--- src/rtl/stream_serializer.sv ---
// Parallel-to-serial converter with a valid/ready input handshake and back-to-back word streaming.
// Optional trailing XOR parity bit is enabled by defining STREAM_SERIALIZER_PARITY_EN.
module stream_serializer #(
    parameter int DATA_W    = 8,
    parameter int LSB_FIRST = 0
) (
    input  logic              clk,
    input  logic              n_rst,
    input  logic [DATA_W-1:0] in_data,
    input  logic              in_valid,
    output logic              in_ready,
    output logic              stream_out,
    output logic              stream_valid,
    output logic              out_last,
    output logic              busy
);

    localparam int              CNT_W    = (DATA_W > 1) ? $clog2(DATA_W) : 1;
    localparam logic [CNT_W-1:0] LAST_CNT = CNT_W'(DATA_W - 1);

`ifdef STREAM_SERIALIZER_PARITY_EN
    typedef enum logic [1:0] {IDLE, SHIFT, PARITY} state_t;
`else
    typedef enum logic {IDLE, SHIFT} state_t;
`endif

    state_t            state, state_n;
    logic [DATA_W-1:0] shreg, shreg_n;
    logic [CNT_W-1:0]  cnt, cnt_n;
    logic              stream_out_n, stream_valid_n, out_last_n, busy_n;
    logic              last_data, handshake, load;
`ifdef STREAM_SERIALIZER_PARITY_EN
    logic              par, par_n;
`endif

    // The bit currently at the output end of the shift register, and the register after one shift.
    function automatic logic head_bit(input logic [DATA_W-1:0] w);
        return (LSB_FIRST != 0) ? w[0] : w[DATA_W-1];
    endfunction

    function automatic logic [DATA_W-1:0] advance(input logic [DATA_W-1:0] w);
        return (LSB_FIRST != 0) ? (w >> 1) : (w << 1);
    endfunction

    assign last_data = (state == SHIFT) && (cnt == LAST_CNT);
`ifdef STREAM_SERIALIZER_PARITY_EN
    assign in_ready  = (state == IDLE) || (state == PARITY);
`else
    assign in_ready  = (state == IDLE) || last_data;
`endif
    assign handshake = in_valid && in_ready;

    always_comb begin
        // NOTE: every variable gets a default before the case so no path can infer a latch.
        state_n        = state;
        shreg_n        = shreg;
        cnt_n          = cnt;
        stream_out_n   = 1'b0;
        stream_valid_n = 1'b0;
        out_last_n     = 1'b0;
        load           = 1'b0;
`ifdef STREAM_SERIALIZER_PARITY_EN
        par_n          = par;
`endif
        case (state)
            IDLE: load = handshake;
            SHIFT: begin
                if (!last_data) begin
                    cnt_n          = cnt + 1'b1;
                    shreg_n        = advance(shreg);
                    stream_valid_n = 1'b1;
                    stream_out_n   = head_bit(advance(shreg));
`ifndef STREAM_SERIALIZER_PARITY_EN
                    out_last_n     = ((cnt + 1'b1) == LAST_CNT);
`endif
                end else begin
`ifdef STREAM_SERIALIZER_PARITY_EN
                    state_n        = PARITY;
                    stream_valid_n = 1'b1;
                    stream_out_n   = par;
                    out_last_n     = 1'b1;
`else
                    load           = handshake;
                    state_n        = IDLE;
                    shreg_n        = '0;
                    cnt_n          = '0;
`endif
                end
            end
`ifdef STREAM_SERIALIZER_PARITY_EN
            PARITY: begin
                load    = handshake;
                state_n = IDLE;
                shreg_n = '0;
                cnt_n   = '0;
            end
`endif
            default: state_n = IDLE;
        endcase

        // A handshake overrides the return to IDLE, giving gapless word-to-word streaming.
        if (load) begin
            state_n        = SHIFT;
            shreg_n        = in_data;
            cnt_n          = '0;
            stream_valid_n = 1'b1;
            stream_out_n   = head_bit(in_data);
            out_last_n     = 1'b0;
`ifdef STREAM_SERIALIZER_PARITY_EN
            par_n          = ^in_data;
`endif
        end

        busy_n = (state_n != IDLE);
    end

    always_ff @(posedge clk) begin
        // NOTE: state registers use non-blocking assignments so every flop samples pre-edge values.
        if (!n_rst) begin
            state        <= IDLE;
            shreg        <= '0;
            cnt          <= '0;
            stream_out   <= 1'b0;
            stream_valid <= 1'b0;
            out_last     <= 1'b0;
            busy         <= 1'b0;
`ifdef STREAM_SERIALIZER_PARITY_EN
            par          <= 1'b0;
`endif
        end else begin
            state        <= state_n;
            shreg        <= shreg_n;
            cnt          <= cnt_n;
            stream_out   <= stream_out_n;
            stream_valid <= stream_valid_n;
            out_last     <= out_last_n;
            busy         <= busy_n;
`ifdef STREAM_SERIALIZER_PARITY_EN
            par          <= par_n;
`endif
        end
    end

endmodule
--- config.mk ---
export PLATFORM = sky130hd
export DESIGN_NAME = stream_serializer
export DESIGN_NICKNAME = d
export VERILOG_FILES = /design/src/rtl/stream_serializer.sv
export SDC_FILE = /design/constraint.sdc
export NUM_CORES = 1
export LEC_CHECK = 0
export BUFFER_PORTS_ARGS = -buffer_cell sky130_fd_sc_hd__buf_4
export CAP_MARGIN = 20
export CORE_AREA = 2 2 39 41
export CTS_CLUSTER_DIAMETER = 30
export DETAILED_ROUTE_END_ITERATION = 16
export DIE_AREA = 0 0 41 43
export HOLD_SLACK_MARGIN = 0.02
export PLACE_DENSITY = 0.84
export SYNTH_ARGS = -nofsm -noshare
export SYNTH_HDL_FRONTEND = slang
export SYNTH_SLANG_ARGS = --single-unit
--- constraint.sdc ---
create_clock -name clk -period 2.37 [get_ports clk]
set_clock_uncertainty 0.05 [all_clocks]
set_input_delay 0.1185 -clock clk [delete_from_list [all_inputs] [get_ports clk]]
set_output_delay 0.1185 -clock clk [all_outputs]
set_load 0.02 [all_outputs]
After elaboration in Yosys (flattened, before gate mapping)
Cells that the tools add are included.
W data, S select, Z words.
{"block": "totals", "out_inout_bits": 5, "input_bits": 11, "reg_bits": 13}
{"block": "op_classes", "bitwise_logic": 2, "add_sub_neg": 1, "eq_ne": 2, "mux": 12, "n_reduce_logical": 6}
{"operator": "$mux W7", "count": 3}
{"operator": "$mux W1", "count": 7}
{"operator": "$eq A3 B3 Y1 const B", "count": 2}
{"operator": "$reduce_or A4 Y1", "count": 1}
{"operator": "$add A3 B1 Y3 const B", "count": 1}
{"operator": "$mux W3", "count": 1}
{"operator": "$logic_and A1 B1 Y1", "count": 2}
{"operator": "$not A1 Y1", "count": 2}
{"operator": "$pmux W1 S2", "count": 1}
{"operator": "$reduce_bool A2 Y1", "count": 1}
{"operator": "$reduce_or A2 Y1", "count": 1}
{"operator": "$logic_or A1 B1 Y1", "count": 1}

Depth between registers and ports, before layout
Gate-level depths: netlist (run 1).
{"block": "logic_depth", "ltp_word": 7, "depth_mapped": 8}

Worst setup path after synthesis (run 1)
No wires, ideal clock.
{"block": "synth_timing", "path_type": "reg2reg", "start": "register cnt[0]", "end": "register cnt[0]", "period_less_slack_ns": 1.418, "path_buffers": 2, "setup_slack_ns": 0.952, "stages_incl_launch_ff": 9, "arrival_ns": 1.308, "cell_sequence": "dfxtp_1 ha_1 ha_1 buf_6 nor2b_4 buf_6 inv_4 mux2i_1 and2_1"}
{"block": "synth_between", "elab_chain_cells": 7, "word_cells_on_any_way": 9, "classes_between": "1 x add/sub; 1 x eq/ne; 3 x mux; 4 x reduce/logical"}
{"item": "start, declared", "line": "29", "source": "logic [CNT_W-1:0] cnt, cnt_n;"}
{"item": "start signal, assigned", "line": "133", "source": "cnt <= cnt_n;"}
{"item": "$eq A3 B3 Y1 *", "line": "45", "source": "assign last_data = (state == SHIFT) && (cnt == LAST_CNT);"}
{"item": "$logic_and A1 B1 Y1 *", "line": "45"}
{"item": "$logic_or A1 B1 Y1 *", "line": "49", "source": "assign in_ready = (state == IDLE) || last_data;"}
{"item": "named net in_ready", "line": "11", "source": "output logic in_ready,"}
{"item": "$logic_and A1 B1 Y1 *", "line": "51", "source": "assign handshake = in_valid && in_ready;"}
{"item": "$mux W1", "line": "68", "source": "if (!last_data) begin"}
{"item": "$pmux W1 S2 *", "line": "65", "source": "case (state)"}
{"item": "$reduce_or A2 Y1 (no line) *"}
Mark *: on every way through the listed nets, which the timed path passes. The rest lies on a longest branch.
A chain may end at the register's enable or synchronous reset.

Worst setup path after layout (run 1)
{"block": "layout_timing", "start": "register cnt[0]", "end": "output port in_ready"}
{"block": "layout_between", "elab_chain_cells": 3}
{"item": "$eq A3 B3 Y1", "line": "45"}
{"item": "$logic_and A1 B1 Y1", "line": "45"}
{"item": "$logic_or A1 B1 Y1", "line": "49"}
{"item": "end, declared", "line": "11"}
No other way between the ends.

==> out/metrics.cfg, run 1 <==
[clocking]
htree_levels = 1
cts_resized = 0
cts_tree = yes
insertion_delay_ns = 0.28
cts_hold_buf = 0
root_buffer = clkbuf_4
post_cts_buffers = 0
cts.sinks = 13
cts_buffers = 3
clkTransAtPathRegs_ns = 0.08
cts_buffer_depth = 2

[worst_setup_path]
path_buf_inv = 2
crit_path_end_kind = output pin
worstRegToRegCells = 6
path_cells = ha_1 -> ha_1 -> nor2b_4 -> inv_4 -> buf_4
setup.worst_path.class = register to output pin
start_kind = register
reg2reg_from = cnt[0]
critPathMaxFanout = 10
slowest_delay_ns = 0.34
cp.arrival_ns = 1.68
cp-startpoint = cnt[0]
worst-path-stages = 5
worst_ep_required_time_ns = 2.20
cp_top_family = adder cells
cp_common_cell = ha_1
cp_slowest_cell = dfxtp_1

[floorplan]
initial_core_util = 0.501
die_h_um = 43
rows = 14
ios = 16
die_w_um = 41
coreArea_um2 = 1380
dieArea_um2 = 1760

[global_route]
grt_usage = 0.182
grt_overflow = 0
grt_pass1_vias = 498
antenna_found_initial = 0
grt_pass1_wl_um = 2080
grt_max_degree = 21

[route]
via_per_inst = 5.68
route.vias.total = 602
first_iter_violations = 10
wl_per_cell_um = 12.5
drc = 0
finalWirelength_um = 1320
drt_pass1_iterations = 4
ant_nets = 0

[place]
gp_congestion = 0.785
post_dp_cell_area_um2 = 764
dpl.hpwl_um = 919
io_buffer_count = 15

[final_layout]
drive_gt1_frac = 0.222
multi_input_area_um2 = 332
fillers = 127
regArea_um2 = 260
layout_commonest_cell = buf_4
final_cell_mix = 15 x buf_4, 13 x dfxtp_1, 9 x inv_1, 7 x a32oi_1, 7 x o21ai_0
syn2layout_area_growth_pct = 14.1
stdcell_area_um2 = 791
diodes = 0
fin_nets = 105

[sta]
finalHoldViolCount = 0
setup_violations = 0
worst_pin_slew_ns = 0.452
final_max_slew_viol_count = 0
tns_ns = 0
maxSlewHeadroom = 0.699
rsz0062_at_grt = no
timing.fmax_ghz = 0.541
fin_crit_sh = 0.779
fin_crit_ns = 1.85

[yosys]
ys_seq_elements = 13
postSynthCellCount = 79
synth_area_um2 = 693
yosysWarnings = 0
synth_area_per_cell_um2 = 8.77
syn-num-nets = 93
synth_cell_types = 24
synth_seq_area_share = 0.375

[hold_path]
hold_class = input port to register
hp-start = in_data[7]
whs_path_depth = 3

[power_and_ir_drop]
finalPower_uw = 454
p_leak_nw = 0.376
power_density_nw_per_um2 = 575
peakVddDrop_v = 0.000248

[status]
status = completed

[flow_run]
cap_viol_max_count = 0

## cell type report
class | instances | share of cell area
repair buffers | 15 | 0.142
multi-input cells | 48 | 0.419
inverters | 10 | 0.0506
well taps | 16 | 0.0253
flip-flops and latches | 13 | 0.329
clock buffers | 4 | 0.0332
## sequential cells by signal, indices dropped and copies added, names as in the netlist
signal,cells
cnt,3
out_last,1
shreg,7
state,1
stream_out,1
## final timing paths
| kind | to | slack [ns] |
|---|---|---|
| max | in_ready | 0.52 |
| min | stream_out | 0.07 |
| max reg2reg | cnt[0] | 0.79 |
| min reg2reg | stream_out | 0.42 |
## worst register-to-register path, delay by kind of cell (launching register included)
family / cells / cell delay (ns)
adder cells (fa/ha/maj): 2 / 0.54
AND/OR/NAND/NOR: 2 / 0.43
buffers and inverters: 1 / 0.06
multiplexers: 1 / 0.12
flip-flops: 1 / 0.34
## cell families after synthesis
group | share of synthesized area
compound gates | 0.282
buf+inv | 0.146
simple gates | 0.114
flops | 0.375
fa+ha+maj | 0.0542
mux | 0.0289
## cells in the mapped netlist (all sizes together)
| cell | instances | area share |
|---|---|---|
| o21ai | 7 | 0.051 |
| o21a | 1 | 0.011 |
| or2 | 1 | 0.0090 |
| nand2 | 3 | 0.016 |
| a21o | 6 | 0.065 |
| inv | 10 | 0.058 |
| clkbuf | 1 | 0.0054 |
| a32oi | 7 | 0.088 |
| nor2b | 2 | 0.029 |
| a21boi | 1 | 0.011 |
| o32ai | 1 | 0.013 |
| nand3 | 3 | 0.022 |
| mux2i | 2 | 0.029 |
| ha | 3 | 0.054 |
| a21oi | 6 | 0.043 |
| and2 | 3 | 0.027 |
| nor2 | 2 | 0.011 |
| dfxtp | 13 | 0.38 |
| buf | 7 | 0.083 |
## power breakdown
part           internal [mW]  switching (mW)
Sequential             0.231          0.0107
Combinational         0.0365          0.0372
Clock                 0.0654          0.0734
Total                  0.333           0.121
## per-stage QoR
step	util	cells	hold WS, ns	setup slack (ns)
after floorplan	-	79	0.197	0.952
after global placement	0.552	102	0.366	0.876
after detailed placement	0.552	102	0.367	0.809
after CTS	0.571	106	0.0643	0.520
after global routing	0.571	106	0.0647	0.404
final	0.571	106	0.0693	0.523
## metal layers
layer | part of all wire | global-route usage | up-vias
met3 | 0.048 | 0.0785 | 5
met1 | 0.46 | 0.226 | 286
met2 | 0.46 | 0.244 | 16
li1 | - | - | 295
met4 | 0.030 | 0.120 | 0
met5 | 0 | 0 | -
No activity file was read; power rests on OpenSTA's default activity.
==> run 2: changes to the inputs <==
CORE_AREA = unset   (was 2 2 39 41)
CORE_MARGIN = 2   (was unset)
CORE_UTILIZATION = 45   (was unset)
DIE_AREA = unset   (was 0 0 41 43)
PLACE_DENSITY = 0.78   (was 0.84)
clock period = 1.6 ns   (was 2.37 ns; I/O delays follow)
==> out/metrics.cfg, run 2 (synthesis gave the netlist of run 1 again) <==
[status]
status = completed

[route]
route.vias.total = 608  ; +1.0%
drc = 0  ; unchanged
via_per_inst = 5.58  ; -1.8%
ant_nets = 0  ; unchanged
finalWirelength_um = 1360  ; +2.7%
wl_per_cell_um = 12.4  ; -0.17%
drt_pass1_iterations = 4  ; unchanged
first_iter_violations = 5  ; -5

[floorplan]
die_h_um = 43.2  ; +0.57%
rows = 14  ; unchanged
initial_core_util = 0.471  ; -0.0298
ios = 16  ; unchanged
die_w_um = 43.2  ; +5.5%
coreArea_um2 = 1470  ; +6.3%
dieArea_um2 = 1870  ; +6.1%

[worst_setup_path]
path_cells = ha_1 -> ha_2 -> nor2b_4 -> inv_4 -> buf_4
start_kind = register
setup.worst_path.class = register to output pin
crit_path_end_kind = output pin
cp_slowest_cell = dfxtp_1
cp.arrival_ns = 1.38  ; -0.30 ns
critPathMaxFanout = 4  ; -6
slowest_delay_ns = 0.34  ; about the same
worst_ep_required_time_ns = 1.47  ; -0.73 ns

[sta]
fin_crit_ns = 1.51
setup_violations = 0  ; unchanged
rsz0062_at_grt = no
final_max_slew_viol_count = 0  ; unchanged
fin_crit_sh = 0.941
setup_ws_ns = 0.0942  ; -0.429 ns
timing.fmax_ghz = 0.664
finalHoldViolCount = 0  ; unchanged
tns_ns = 0  ; unchanged
worst_pin_slew_ns = 0.218  ; -0.234 ns
maxSlewHeadroom = 0.855  ; +0.156

[final_layout]
syn2layout_area_growth_pct = 17.7
fillers = 148  ; +17%
layout_commonest_cell = buf_4
final_cell_mix = 18 x buf_4, 13 x dfxtp_1, 9 x inv_1, 7 x a32oi_1, 7 x o21ai_0
largest_register_ffs = 7  ; unchanged
regMostFlops = shreg
top_regs = shreg (7), cnt (3)
stdcell_area_um2 = 816  ; +3.2%
diodes = 0  ; unchanged
fin_nets = 108  ; +2.9%
drive_gt1_frac = 0.258  ; +0.0358

[clocking]
cts.sinks = 13  ; unchanged
cts_buffer_depth = 2  ; unchanged
insertion_delay_ns = 0.27  ; about the same
cts_buffers = 3  ; unchanged
root_buffer = clkbuf_4
htree_levels = 1  ; unchanged
cts_tree = yes
cts_hold_buf = 0  ; unchanged
clkTransAtPathRegs_ns = 0.08  ; about the same

[place]
post_dp_cell_area_um2 = 779  ; +2.0%
dpl.hpwl_um = 940  ; +2.4%
place_ws_ns = 0.127  ; -0.682 ns
io_buffer_count = 15  ; unchanged
gp_congestion = 0.726  ; -7.5%

[global_route]
grt_usage = 0.168  ; -0.0136
grt_pass1_vias = 562  ; +13%
grt_pass1_wl_um = 2350  ; +13%
grt_overflow = 0  ; unchanged
grt_max_degree = 21  ; unchanged
antenna_found_initial = 0  ; unchanged

[flow_run]
cap_viol_max_count = 0  ; unchanged

[power_and_ir_drop]
finalPower_uw = 668  ; +47%
peakVddDrop_v = 0.000527  ; +110%
p_leak_nw = 0.388  ; +3.3%
power_density_nw_per_um2 = 819  ; +43%

[hold_path]
hold_class = input port to register

==> run 2: critical path, delay by kind of cell (launching register included) <==
family | cells | cell delay [ns]
flops | 1 | 0.34
buf+inv | 2 | 0.20
simple gates | 1 | 0.14
fa+ha+maj | 2 | 0.42
==> run 2: metrics by stage <==
step	utilization	hold WS [ns]	std cells
after floorplan	-	0.158	79
after global placement	0.530	0.329	104
after detailed placement	0.530	0.322	104
after CTS	0.553	0.0291	109
after global routing	0.554	0.0515	109
final	0.554	0.0585	109
==> run 2: final cells by class <==
class,count,area (µm²),area share
multi-input combinational,48,334,0.410
sequential,13,260,0.319
timing repair buffer,18,135,0.166
inverter,10,40.0,0.0491
clock buffer,4,26.3,0.0322
tap,16,20.0,0.0245
==> run 2: repair_timing <==
action | 4_1_cts | 5_1_grt
setup endpoints to repair | 1 | 1
resized for setup | 0 | 1
setup buffers | 1 | 0
==> run 2: routing by layer <==
| layer | vias up | track usage | wire length (µm) |
|---|---|---|---|
| met1 | 295 | 0.202 | 616 |
| met3 | 0 | 0.0723 | 74 |
| li1 | 302 | - | - |
| met4 | 0 | 0.0485 | 0 |
| met2 | 11 | 0.272 | 664 |
| met5 | - | 0 | 0 |
==> run 2: final timing paths <==
path	startpoint	end	slack, ns	cells past startpoint
worst max-delay path	cnt[0]	in_ready	0.09	5
worst min register to register	shreg[6]	stream_out	0.41	2
worst max register to register	cnt[0]	shreg[2]	0.19	6
worst min-delay path	in_data[7]	stream_out	0.06	3
==> run 2: where the power goes <==
| part | total, mW | leakage, nW | switching, mW | internal (mW) |
|---|---|---|---|---|
| registers | 0.354 | 0.107 | 0.0118 | 0.343 |
| logic | 0.118 | 0.266 | 0.0600 | 0.0583 |
| clock network | 0.196 | 0.0150 | 0.0991 | 0.0965 |
==> run 3: changes to the inputs <==
CORE_AREA = 2 2 39 41   (was unset)
CORE_MARGIN = unset   (was 2)
CORE_UTILIZATION = unset   (was 45)
DIE_AREA = 0 0 41 43   (was unset)
PLACE_DENSITY = 0.84   (was 0.78)
REMOVE_ABC_BUFFERS = 1   (was unset)
clock period = 1.85 ns   (was 1.6 ns; I/O delays follow)
==> out/metrics.cfg, run 3 (synthesis gave the netlist of run 1 again) <==
[power_and_ir_drop]
p_leak_nw = 0.388  ; -0.11%
power_density_nw_per_um2 = 713  ; -13%
p_switching_uw = 150  ; -12%
p_seq_frac = 0.527  ; -0.003
finalPower_uw = 582  ; -13%
internal-power_uw = 432  ; -13%
switching_share = 0.258  ; +0.00189
power_frac_comb = 0.179  ; +0.002
peakVddDrop_v = 0.000395  ; -25%
power_frac_clock = 0.294  ; about the same

[route]
top_layer_used = met4
via_per_inst = 5.40  ; -3.1%
route.vias.total = 589  ; -3.1%
finalWirelength_um = 1310  ; -3.5%
wl_per_cell_um = 12.0  ; -3.5%
ant_nets = 0  ; unchanged
wl_met1_um = 595  ; -3.4%
drt_pass1_iterations = 4  ; unchanged
met3_wirelength_um = 53  ; -28%
drc = 0  ; unchanged
first_iter_violations = 13  ; +8
dr_wl_met2_um = 648  ; -2.4%

[final_layout]
regMostFlops = shreg
fillers = 136  ; -8.1%
final_cell_mix = 18 x buf_4, 13 x dfxtp_1, 9 x inv_1, 7 x a32oi_1, 7 x o21ai_0
syn2layout_area_growth_pct = 17.7  ; unchanged
drive_gt1_frac = 0.258  ; unchanged
layout_commonest_cell = buf_4
largest_register_ffs = 7  ; unchanged
fin_nets = 108  ; unchanged
diodes = 0  ; unchanged
top_regs = shreg (7), cnt (3)

[hold_path]
whs_endpoint = stream_out
hp-start = in_data[7]
hold_class = input port to register
whs_path_depth = 3  ; unchanged

[sta]
maxSlewHeadroom = 0.851  ; -0.00318
final_max_slew_viol_count = 0  ; unchanged
timing.fmax_ghz = 0.603
rsz0062_at_grt = no
finalHoldViolCount = 0  ; unchanged
fin_crit_ns = 1.66
setup_violations = 0  ; unchanged
tns_ns = 0  ; unchanged
fin_crit_sh = 0.897
setup_ws_ns = 0.191  ; +0.0969 ns
worst_pin_slew_ns = 0.223  ; +0.00507 ns
whs_ns = 0.0505  ; -0.00799 ns

[place]
io_buffer_count = 15  ; unchanged
place_ws_ns = 0.289  ; +0.161 ns
dpl.hpwl_um = 892  ; -5.2%
gp_congestion = 0.748  ; +3.0%

[floorplan]
dieArea_um2 = 1760  ; -5.7%
die_h_um = 43  ; -0.57%
rows = 14  ; unchanged
die_w_um = 41  ; -5.2%
initial_core_util = 0.501  ; +0.0298
ios = 16  ; unchanged
coreArea_um2 = 1380  ; -6.0%

[worst_setup_path]
critPathMaxFanout = 10  ; +6
rr_endpoint = shreg[6]
worstRegToRegCells = 6  ; unchanged
setup.worst_path.class = register to output pin
start_kind = register
reg2reg_from = cnt[0]
path_buf_inv = 2  ; unchanged
ff2ff_setup_slack_ns = 0.31  ; +0.12 ns
crit_path_end_kind = output pin
cp_top_family = adder cells
worst_ep_required_time_ns = 1.71  ; +0.24 ns
cp_slowest_cell = dfxtp_1
path_cells = ha_1 -> ha_2 -> nor2b_4 -> inv_4 -> buf_4
cp.arrival_ns = 1.52  ; +0.14 ns
slowest_delay_ns = 0.34  ; about the same

[global_route]
grt_pass1_wl_um = 2050  ; -13%
antenna_found_initial = 0  ; unchanged
grt_pass1_vias = 472  ; -16%
grt_max_degree = 21  ; unchanged
grt_usage = 0.173  ; +0.00446
grt_overflow = 0  ; unchanged

[flow_run]
cap_viol_max_count = 0  ; unchanged

[clocking]
cts_hold_buf = 0  ; unchanged
cts_buffer_depth = 2  ; unchanged
cts_buffers = 3  ; unchanged
insertion_delay_ns = 0.27  ; about the same
root_buffer = clkbuf_4
htree_levels = 1  ; unchanged
cts_tree = yes
clkTransAtPathRegs_ns = 0.08  ; about the same
cts.sinks = 13  ; unchanged

[status]
status = completed

[run 3: cell counts in the layout (fill, tap and decap cells not counted)]
No cell type changed its count.
[run 3: area by class of cell]
| cell class | count | area (µm²) | area share |
|---|---|---|---|
| clock buffers | 4 | 26.3 | 0.0322 |
| inverters | 10 | 40.0 | 0.0491 |
| multi-input cells | 48 | 334 | 0.410 |
| flip-flops and latches | 13 | 260 | 0.319 |
| well taps | 16 | 20.0 | 0.0245 |
| repair buffers | 18 | 135 | 0.166 |
[run 3: layer usage]
metal | track usage | vias up
met5 | 0 | -
met4 | 0.120 | 0
met3 | 0.0314 | 2
met2 | 0.228 | 13
met1 | 0.243 | 271
li1 | - | 303
[run 3: worst min-delay path, delay by kind of cell]
kind | cells | cell delay [ns]
AO/OA/AOI/OAI | 1 | 0.06
buffers and inverters | 1 | 0.11
AND/OR/NAND/NOR | 1 | 0.07
[run 3: what timing repair did]
| action | in CTS | in global routing |
|---|---|---|
| setup buffers | 0 | 2 |
| endpoints found under the setup margin | 0 | 1 |
| gates resized for setup | 0 | 1 |
[run 3: how the worst max path moves through the flow]
stage           start       end  slack (ns)  depth (start not counted)
6_report       cnt[0]  in_ready        0.19                          5
5_1_grt        cnt[0]  in_ready        0.11                          5
4_1_cts        cnt[0]  in_ready        0.04                          5
3_5_place_dp   cnt[0]    cnt[0]        0.29                          6
3_3_place_gp   cnt[0]    cnt[0]        0.36                          6
2_1_floorplan   state    cnt[0]        0.34                          4
[run 3: power by group through the flow]
stage	logic, mW	clock network [mW]	registers [mW]
floorplan	0.0463	0	0.318
global placement	0.0969	0	0.313
detailed placement	0.0994	0	0.313
CTS	0.0999	0.183	0.306
global route	0.116	0.194	0.309
finish	0.104	0.171	0.306
[run 3: metrics by stage]
| stage | util | instances | cell area, µm² |
|---|---|---|---|
| global placement | 0.558 | 103 | 772 |
| finish | 0.590 | 109 | 816 |
| CTS | 0.577 | 107 | 798 |
| detailed placement | 0.558 | 103 | 772 |
| global route | 0.590 | 109 | 816 |
| floorplan | - | 71 | 632 |
